===== src/rtl/system_memory_sequencer_if.sv =====
// ----------------------------------------------------------------------------
// system_memory_sequencer_if
//
// Purpose: bundles the host handshake and system-memory mode signals of the
// system memory sequencer into a single interface.
//
// Signals:
//   load_req, run_req, output_req  host requests, sampled only while idle
//   gen_count                      generation count captured with run_req
//   serial_valid                   host serial-in bit valid (load phase)
//   out_ready                      host accepts serial-out bit (output phase)
//   load_mode, run_mode,           mode strobes to the system memory
//   output_mode
//   out_valid                      serial-out from memory carries a valid bit
//   busy                           sequencer is not idle
//   done                           one-cycle completion pulse
//   gen_remaining                  generations left in the current run
//
// Modports:
//   master  host side: drives requests and handshakes
//   slave   sequencer side: drives modes and status
// ----------------------------------------------------------------------------
interface system_memory_sequencer_if #(
    parameter int unsigned GEN_WIDTH = 8
);
    logic                 load_req;
    logic                 run_req;
    logic                 output_req;
    logic [GEN_WIDTH-1:0] gen_count;
    logic                 serial_valid;
    logic                 out_ready;
    logic                 load_mode;
    logic                 run_mode;
    logic                 output_mode;
    logic                 out_valid;
    logic                 busy;
    logic                 done;
    logic [GEN_WIDTH-1:0] gen_remaining;

    modport master (
        output load_req, run_req, output_req, gen_count, serial_valid, out_ready,
        input  load_mode, run_mode, output_mode, out_valid, busy, done, gen_remaining
    );

    modport slave (
        input  load_req, run_req, output_req, gen_count, serial_valid, out_ready,
        output load_mode, run_mode, output_mode, out_valid, busy, done, gen_remaining
    );
endinterface


===== src/rtl/system_memory_sequencer.sv =====
// ----------------------------------------------------------------------------
// system_memory_sequencer
//
// Purpose: control FSM driving the load / run / output mode inputs of the
// shared system memory. Converts single-cycle host requests into counted
// bursts: DATA_SIZE serial load shifts, N generation runs, DATA_SIZE serial
// output shifts, each finished by a one-cycle done pulse.
//
// Parameters:
//   DATA_SIZE  number of memory cells; serial shifts per load/output
//   GEN_WIDTH  width of the generation-count request
//
// Ports:
//   i_clk    system clock, rising edge
//   i_rst_n  asynchronous active-low reset
//   bus      system_memory_sequencer_if.slave (requests, handshakes, modes,
//            out_valid, busy, done, gen_remaining)
//
// Optional feature (macro SYSTEM_MEMORY_SEQUENCER_AUTO_OUTPUT_EN):
//   defined     run completion goes straight to the output phase; only the end
//               of the output phase produces done
//   undefined   run completion returns to idle with done
// ----------------------------------------------------------------------------
module system_memory_sequencer #(
    parameter int unsigned DATA_SIZE = 25,
    parameter int unsigned GEN_WIDTH = 8
) (
    input logic                      i_clk,
    input logic                      i_rst_n,
    system_memory_sequencer_if.slave bus
);

    localparam int unsigned CntW = $clog2(DATA_SIZE + 1);

    localparam logic [1:0] ST_IDLE   = 2'd0;
    localparam logic [1:0] ST_LOAD   = 2'd1;
    localparam logic [1:0] ST_RUN    = 2'd2;
    localparam logic [1:0] ST_OUTPUT = 2'd3;

    logic [1:0]           r_state;
    logic [CntW-1:0]      r_bit_cnt;
    logic [GEN_WIDTH-1:0] r_gen_rem;
    logic                 r_done;
    logic                 r_out_valid;

    logic [1:0]           w_state_d;
    logic [CntW-1:0]      w_bit_cnt_d;
    logic [GEN_WIDTH-1:0] w_gen_rem_d;
    logic                 w_done_d;

    logic                 w_load_mode;
    logic                 w_run_mode;
    logic                 w_output_mode;
    logic                 w_cnt_last;
    logic                 w_run_last;

    // Modes are decoded from the registered state, so at most one is ever high.
    assign w_load_mode   = (r_state == ST_LOAD) && bus.serial_valid;
    assign w_run_mode    = (r_state == ST_RUN) && (r_gen_rem != '0);
    assign w_output_mode = (r_state == ST_OUTPUT) && bus.out_ready;

    assign w_cnt_last = (r_bit_cnt == CntW'(DATA_SIZE - 1));
    // A count of 0 or 1 remaining finishes the run on this edge.
    assign w_run_last = (r_gen_rem <= GEN_WIDTH'(1));

    always_comb begin
        w_state_d   = r_state;
        w_bit_cnt_d = r_bit_cnt;
        w_gen_rem_d = r_gen_rem;
        w_done_d    = 1'b0;
        case (r_state)
            ST_IDLE: begin
                if (bus.run_req) begin
                    w_state_d   = ST_RUN;
                    w_gen_rem_d = bus.gen_count;
                    w_bit_cnt_d = '0;
                end else if (bus.load_req) begin
                    w_state_d   = ST_LOAD;
                    w_bit_cnt_d = '0;
                end else if (bus.output_req) begin
                    w_state_d   = ST_OUTPUT;
                    w_bit_cnt_d = '0;
                end
            end
            ST_LOAD: begin
                if (bus.serial_valid) begin
                    w_bit_cnt_d = r_bit_cnt + CntW'(1);
                    if (w_cnt_last) begin
                        w_state_d = ST_IDLE;
                        w_done_d  = 1'b1;
                    end
                end
            end
            ST_RUN: begin
                if (r_gen_rem != '0) begin
                    w_gen_rem_d = r_gen_rem - GEN_WIDTH'(1);
                end
                if (w_run_last) begin
`ifdef SYSTEM_MEMORY_SEQUENCER_AUTO_OUTPUT_EN
                    w_state_d   = ST_OUTPUT;
                    w_bit_cnt_d = '0;
`else
                    w_state_d   = ST_IDLE;
                    w_done_d    = 1'b1;
`endif
                end
            end
            ST_OUTPUT: begin
                if (bus.out_ready) begin
                    w_bit_cnt_d = r_bit_cnt + CntW'(1);
                    // done lands in the same cycle as the final out_valid
                    if (w_cnt_last) begin
                        w_state_d = ST_IDLE;
                        w_done_d  = 1'b1;
                    end
                end
            end
            default: begin
                w_state_d = ST_IDLE;
            end
        endcase
    end

    always_ff @(posedge i_clk or negedge i_rst_n) begin
        if (!i_rst_n) begin
            r_state     <= ST_IDLE;
            r_bit_cnt   <= '0;
            r_gen_rem   <= '0;
            r_done      <= 1'b0;
            r_out_valid <= 1'b0;
        end else begin
            r_state     <= w_state_d;
            r_bit_cnt   <= w_bit_cnt_d;
            r_gen_rem   <= w_gen_rem_d;
            r_done      <= w_done_d;
            // Memory serial-out updates on the edge, so valid trails the strobe.
            r_out_valid <= w_output_mode;
        end
    end

    assign bus.load_mode     = w_load_mode;
    assign bus.run_mode      = w_run_mode;
    assign bus.output_mode   = w_output_mode;
    assign bus.out_valid     = r_out_valid;
    assign bus.busy          = (r_state != ST_IDLE);
    assign bus.done          = r_done;
    assign bus.gen_remaining = r_gen_rem;

endmodule


===== src/flat_wrapper.sv =====
// flat-port wrapper written by rule: the top's interface ports become plain ports
module system_memory_sequencer_flat 
#(
    parameter int unsigned DATA_SIZE = 25,
    parameter int unsigned GEN_WIDTH = 8
)
  (i_clk, i_rst_n, bus_load_req, bus_run_req, bus_output_req, bus_gen_count, bus_serial_valid, bus_out_ready, bus_load_mode, bus_run_mode, bus_output_mode, bus_out_valid, bus_busy, bus_done, bus_gen_remaining);
  system_memory_sequencer_if #(.GEN_WIDTH(GEN_WIDTH)) bus_i ();
  input logic i_clk;
  input logic i_rst_n;
  input wire logic [$bits(bus_i.load_req)-1:0] bus_load_req;
  input wire logic [$bits(bus_i.run_req)-1:0] bus_run_req;
  input wire logic [$bits(bus_i.output_req)-1:0] bus_output_req;
  input wire logic [$bits(bus_i.gen_count)-1:0] bus_gen_count;
  input wire logic [$bits(bus_i.serial_valid)-1:0] bus_serial_valid;
  input wire logic [$bits(bus_i.out_ready)-1:0] bus_out_ready;
  output wire logic [$bits(bus_i.load_mode)-1:0] bus_load_mode;
  output wire logic [$bits(bus_i.run_mode)-1:0] bus_run_mode;
  output wire logic [$bits(bus_i.output_mode)-1:0] bus_output_mode;
  output wire logic [$bits(bus_i.out_valid)-1:0] bus_out_valid;
  output wire logic [$bits(bus_i.busy)-1:0] bus_busy;
  output wire logic [$bits(bus_i.done)-1:0] bus_done;
  output wire logic [$bits(bus_i.gen_remaining)-1:0] bus_gen_remaining;
  assign bus_i.load_req = bus_load_req;
  assign bus_i.run_req = bus_run_req;
  assign bus_i.output_req = bus_output_req;
  assign bus_i.gen_count = bus_gen_count;
  assign bus_i.serial_valid = bus_serial_valid;
  assign bus_i.out_ready = bus_out_ready;
  assign bus_load_mode = bus_i.load_mode;
  assign bus_run_mode = bus_i.run_mode;
  assign bus_output_mode = bus_i.output_mode;
  assign bus_out_valid = bus_i.out_valid;
  assign bus_busy = bus_i.busy;
  assign bus_done = bus_i.done;
  assign bus_gen_remaining = bus_i.gen_remaining;
  system_memory_sequencer #(.DATA_SIZE(DATA_SIZE), .GEN_WIDTH(GEN_WIDTH)) u_core (.i_clk(i_clk), .i_rst_n(i_rst_n), .bus(bus_i));
endmodule

===== config.mk =====
export PLATFORM = sky130hd
export DESIGN_NAME = system_memory_sequencer_flat
export DESIGN_NICKNAME = d
export VERILOG_FILES = /design/src/rtl/system_memory_sequencer_if.sv /design/src/rtl/system_memory_sequencer.sv /design/src/flat_wrapper.sv
export SDC_FILE = /design/constraint.sdc
export NUM_CORES = 1
export LEC_CHECK = 0
export ABC_AREA = 1
export BUFFER_PORTS_ARGS = -buffer_cell sky130_fd_sc_hd__clkbuf_2
export CORE_ASPECT_RATIO = 1.5
export CORE_MARGIN = 2
export CORE_UTILIZATION = 40
export DETAILED_ROUTE_END_ITERATION = 8
export PLACE_DENSITY = 0.62
export SETUP_SLACK_MARGIN = 0.3
export SLEW_MARGIN = 20
export SYNTH_ARGS = -nofsm -noshare
export SYNTH_HDL_FRONTEND = slang
export SYNTH_SLANG_ARGS = --single-unit

===== constraint.sdc =====
create_clock -name i_clk -period 1.6 [get_ports i_clk]
set_input_delay 0.24 -clock i_clk [delete_from_list [all_inputs] [get_ports i_clk]]
set_output_delay 0.24 -clock i_clk [all_outputs]
set_load 0.02 [all_outputs]

### After elaboration in Yosys (flattened, before gate mapping)

Index checks and enable logic that the tools add are counted.

* add/sub/neg operators: 2
* $lt $le $gt $ge: 1
* equal/unequal tests: 10
* multiplexer cells: 22
* reduce and logical (&&, ||, !) cells: 11

Operators by type and width (count)
* $mux 5: 5
* $mux 8: 2
* $pmux 8 s2: 1
* $pmux 5 s3: 1
* $mux 2: 7
* $le 8x1->1 const B: 1
* $ne 2x2->1 const B: 4
* $pmux 2 s4: 1
* $reduce_and 4->1: 2
* $reduce_bool 8->1: 1
* $sub 8x1->8 const B: 1
* $add 5x1->5 const B: 1
* $eq 5x5->1 const B: 1
* $eq 2x2->1 const B: 2
* $mux 1: 4
* $ne 4x4->1 const B: 1
* $reduce_bool 2->1: 2
* $logic_and 1x1->1: 3
* $pmux 1 s3: 1
* $reduce_and 3->1: 1
* $reduce_bool 3->1: 1
* $eq 2x1->1 const B: 1
* $logic_not 2->1: 1
* $ne 2x1->1 const B: 1

* register bits: 17
* input port bits: 15
* output and inout bits: 14

### Depth between registers and ports, before layout

* depth after elaboration: 4
* depth in mapped cells: 9
* gate-level depth less buffers: 9

### Worst setup path before layout

No wires, ideal clock.

* path type: flip-flop to flip-flop
* start point: reg u_core.r_gen_rem[0] (netlist: u_core.bus.gen_remaining[0])
* end point: reg u_core.r_gen_rem[0] (netlist: u_core.bus.gen_remaining[0])
* data arrival time: 1.419 ns
* required time: 1.478 ns
* slack: 0.059 ns
* cell stages (with the launch flop): 9
* cells stage by stage: dfrtp_1 inv_1 ha_1 nand2_1 o21ai_4 nand2_2 buf_6 nand2_1 o21ai_2

* word-level cells in the longest chain between the ends: 3
* elaborated cells between the ends (all ways): 6

Ends and longest elaborated chain
* from (decl): line system_memory_sequencer.sv:42 `logic [GEN_WIDTH-1:0] r_gen_rem;`
* from (signal assigned): line system_memory_sequencer.sv:134 `r_gen_rem <= w_gen_rem_d;`
* $sub 8x1->8 / $reduce_bool 8->1 (equally long branches): line system_memory_sequencer.sv:96, system_memory_sequencer.sv:95
* $mux 8 / $ne 2x2->1 (equally long branches)
* $pmux 8 s2 / $reduce_and 3->1 (equally long branches)

Several ways; a longest one is shown, not always the timed one. The select of a mux whose other input is x is not followed.
A chain may end at the register's enable or synchronous reset.

### Final worst setup path

* start point: reg u_core.r_gen_rem[1] (netlist: u_core.bus.gen_remaining[1])
* end point: out bus_run_mode

* word-level cells in the longest chain between the ends: 2

Ends and longest elaborated chain
* $reduce_bool 8->1: line system_memory_sequencer.sv:59 `assign w_run_mode = (r_state == ST_RUN) && (r_gen_rem != '0);`
* $logic_and 1x1->1: line system_memory_sequencer.sv:59
* to (decl): line flat_wrapper.sv:18 `output wire logic [$bits(bus_i.run_mode)-1:0] bus_run_mode;`

Every way passes these cells.

==> impl_metrics.py <==
metrics = {
    "routing": {
        "ant_nets": 0,
        "wl_um": 3544,
        "via_per_inst": 5.057,
        "drt_pass1_iterations": 4,
        "vias": 1330,
        "drc": 0,
        "wire_per_inst_um": 13.48,
        "dr.first_iter.drc_count": 33,
    },
    "logic_synthesis": {
        "ys_seq_area_share_pct": 35.53,
        "netlist_area_mm2": 0.001197,
        "syn_inst": 166,
        "yosysWarnings": 0,
        "syn_avg_cell_area_um2": 7.213,
        "ys_seq_elements": 17,
        "synth_cell_type_count": 25,
        "syn-num-nets": 186,
    },
    "pwr": {
        "finalPower_uw": 3931,
        "vdd_drop_max_mv": 1.209,
        "leakage_uw": 0.0009454,
        "power.density_mw_per_mm2": 2024,
    },
    "setup_path": {
        "r2r_start": "u_core.r_state[0]",
        "critPathKind": "reg2out",
        "timing.reg2reg.setup_slack_ns": 0.13,
        "cp.arrival_ns": 1.28,
        "critical_path.max_fanout": 2,
        "startpoint_type": "flop",
        "worstPathRequired_ns": 1.36,
        "reg2regPathDepth": 9,
        "endpoint_kind": "primary output",
        "r2r_end": "u_core.bus.gen_remaining[3]",
    },
    "timing": {
        "rsz0062_at_grt": "true",
        "hold_ws_ns": 0.2431,
        "relSlewSlack_pct": 66.07,
        "tns_ns": 0,
        "max_freq_mhz": 656.2,
        "tightest_slew_ns": 0.5077,
        "period_minus_slack_ns": 1.524,
        "final_max_slew_viol_count": 0,
        "finClkSkew_ns": 0.002976,
        "finalCritPeriodShare_pct": 95.25,
        "setup_viol": 0,
        "hold_viol": 0,
    },
    "clocking": {
        "cts_tree": "done",
        "path_clk_slew_ns": 0.07,
        "cts_buffer_depth": 2,
        "insertion_delay_ns": 0.26,
        "cts.htree.levels": 1,
        "clkSinkCount": 17,
        "cts-root-buf": "clkbuf_8",
        "cts_buffers": 3,
    },
    "die": {
        "initial_utilization_pct": 41.54,
        "core_mm2": 0.002883,
        "die-height_um": 71.01,
        "core.rowCount": 24,
        "die_x_um": 48.67,
        "ios": 29,
        "die_area_mm2": 0.003456,
    },
    "placement": {
        "numPortBuffers": 28,
        "dpl_cell_area_mm2": 0.001415,
        "dp_hpwl_um": 2294,
        "gp_congestion": 0.8707,
    },
    "worst_hold_path": {
        "min_from": "bus_out_ready",
        "hold_path_end": "u_core.bus.out_valid",
        "hold_class": "in2reg",
        "min_delay_path_depth": 3,
    },
    "global_routing": {
        "grt.total_usage_pct": 19.98,
        "grt_pass1_vias": 1325,
        "grt_max_degree": 18,
        "grt_overflow": 0,
        "grt_pass1_wl_um": 5492,
        "antenna_found_initial": 0,
    },
    "status": {
        "status": "finished clean",
    },
    "run": {
        "max-cap-violations": 0,
    },
    "finish": {
        "final_area_mm2": 0.001942,
        "final_nets": 245,
        "final_layout_size_suffix_gt1_share_pct": 54.91,
        "antenna-diode-count": 0,
        "syn2layout_area_growth_pct": 62.17,
    },
}
## synthesized netlist by cell type
master   number  share of area, %
nand3_1      19               7.9
nor2_4        1              0.94
or2_2         2               1.0
dfrtp_1      17                36
o31ai_1       1              0.63
nand2_2       1              0.52
nor3_1        1              0.42
inv_4         1              0.52
ha_1          5               5.2
nand2_4       1              0.94
o21ai_2       5               3.7
o21ai_0       7               2.9
xor2_1        2               1.5
o21ai_1       1              0.42
inv_2         1              0.31
nand4_2       1               1.0
a21oi_1       5               2.1
nand3_2       2               1.7
or2_0         3               1.6
nand4_1       3               1.6
nand2_1      46                14
buf_6         2               1.9
o21ai_4       1               1.4
inv_1        20               6.3
nor2_1       18               5.6
## sequential cells by signal, indices dropped and copies added (netlist names)
signal,flops
u_core.bus.done,1
u_core.bus.gen_remaining,8
u_core.bus.out_valid,1
u_core.r_bit_cnt,5
u_core.r_state,2
## metrics by stage
step           util, %  worst slack, ns  std cells
3_5_place_dp     49.09           0.1063        233
6_report         67.36          0.07602        263
4_1_cts          58.29          0.07470        251
2_1_floorplan        -           0.2212        166
5_1_grt          67.36          0.04126        263
3_3_place_gp     49.09           0.1482        233
## layout make-up
class | count | area [um^2]
fill | 242 | 940.9
clock buffer | 3 | 41.29
clock inverter | 1 | 5.005
inverter | 22 | 95.09
multi-input combinational | 126 | 893.4
timing repair buffer | 55 | 421.7
sequential | 17 | 436.7
tap | 39 | 48.80
## worst max path at each step
stage                                            from                     endpoint  cells past startpoint
after global placement    u_core.bus.gen_remaining[5]  u_core.bus.gen_remaining[4]                      6
after global routing      u_core.bus.gen_remaining[1]                 bus_run_mode                      6
after detailed placement  u_core.bus.gen_remaining[6]  u_core.bus.gen_remaining[4]                      6
after floorplan           u_core.bus.gen_remaining[6]  u_core.bus.gen_remaining[5]                      7
final                     u_core.bus.gen_remaining[1]                 bus_run_mode                      6
after CTS                 u_core.bus.gen_remaining[1]                 bus_run_mode                      6
## routing by layer
layer,wire length (um),global-route usage [%],share of wire (%),up-vias
li1,-,-,-,647
met1,1301,19.33,37,633
met2,2029,40.18,57,38
met3,96,2.110,2.7,12
met4,116,10.48,3.3,0
met5,0,0,0,-
## cells in the final DEF, fill, tap and decap left out, types with 2 or more instances in the layout
cell | Yosys | layout
o21ai_0 | 7 | 6
buf_4 | 0 | 17
nand2_2 | 1 | 5
dfrtp_2 | 0 | 9
o21ai_2 | 5 | 6
nand2_4 | 1 | 5
nand3_4 | 0 | 2
nor2_1 | 18 | 11
nand3_2 | 2 | 5
nand4_1 | 3 | 3
a21oi_2 | 0 | 2
nand3_1 | 19 | 14
clkbuf_8 | 0 | 3
clkbuf_2 | 0 | 23
xor2_1 | 2 | 2
nand2_1 | 46 | 37
or2_0 | 3 | 3
inv_1 | 20 | 11
ha_4 | 0 | 4
nor2_2 | 0 | 4
nand2_8 | 0 | 2
buf_8 | 0 | 3
dfrtp_1 | 17 | 8
buf_6 | 2 | 11
a21oi_1 | 5 | 3
inv_2 | 1 | 7
nor2_4 | 1 | 4
inv_4 | 1 | 3
## worst max-delay path: stages (launching register included)
cell	delay (ns)
dfrtp_2	0.43
inv_4	0.08
ha_4	0.14
nand2_4	0.05
o21ai_4	0.16
inv_2	0.05
buf_8	0.12
## power by group
group	total, uW	switching [uW]	internal (uW)	leakage (uW)
sequential	821	220	601	0.000209
clock	337	164	173	0.0000255
combinational	2770	1560	1210	0.000711
## cells by family after synthesis
| logic type | Yosys count | share of synthesized area, % |
|---|---|---|
| AOI/OAI and AO/OA | 20 | 11.08 |
| buffers and inverters | 24 | 8.986 |
| adders and majority gates | 5 | 5.225 |
| xor gates and xnor gates | 2 | 1.463 |
| DFF | 17 | 35.53 |
| and+or+nand+nor | 98 | 37.72 |
## repair_timing
item | in CTS | in global routing
setup buffers | 13 | 11
gates cloned | 0 | 1
hold endpoints to repair | 17 | 0
gates resized for setup | 29 | 51
pin swaps | 7 | 19
hold buffers | 1 | 0
setup endpoints to repair | 19 | 21
Note: power is estimated with default switching activity, not from simulation.
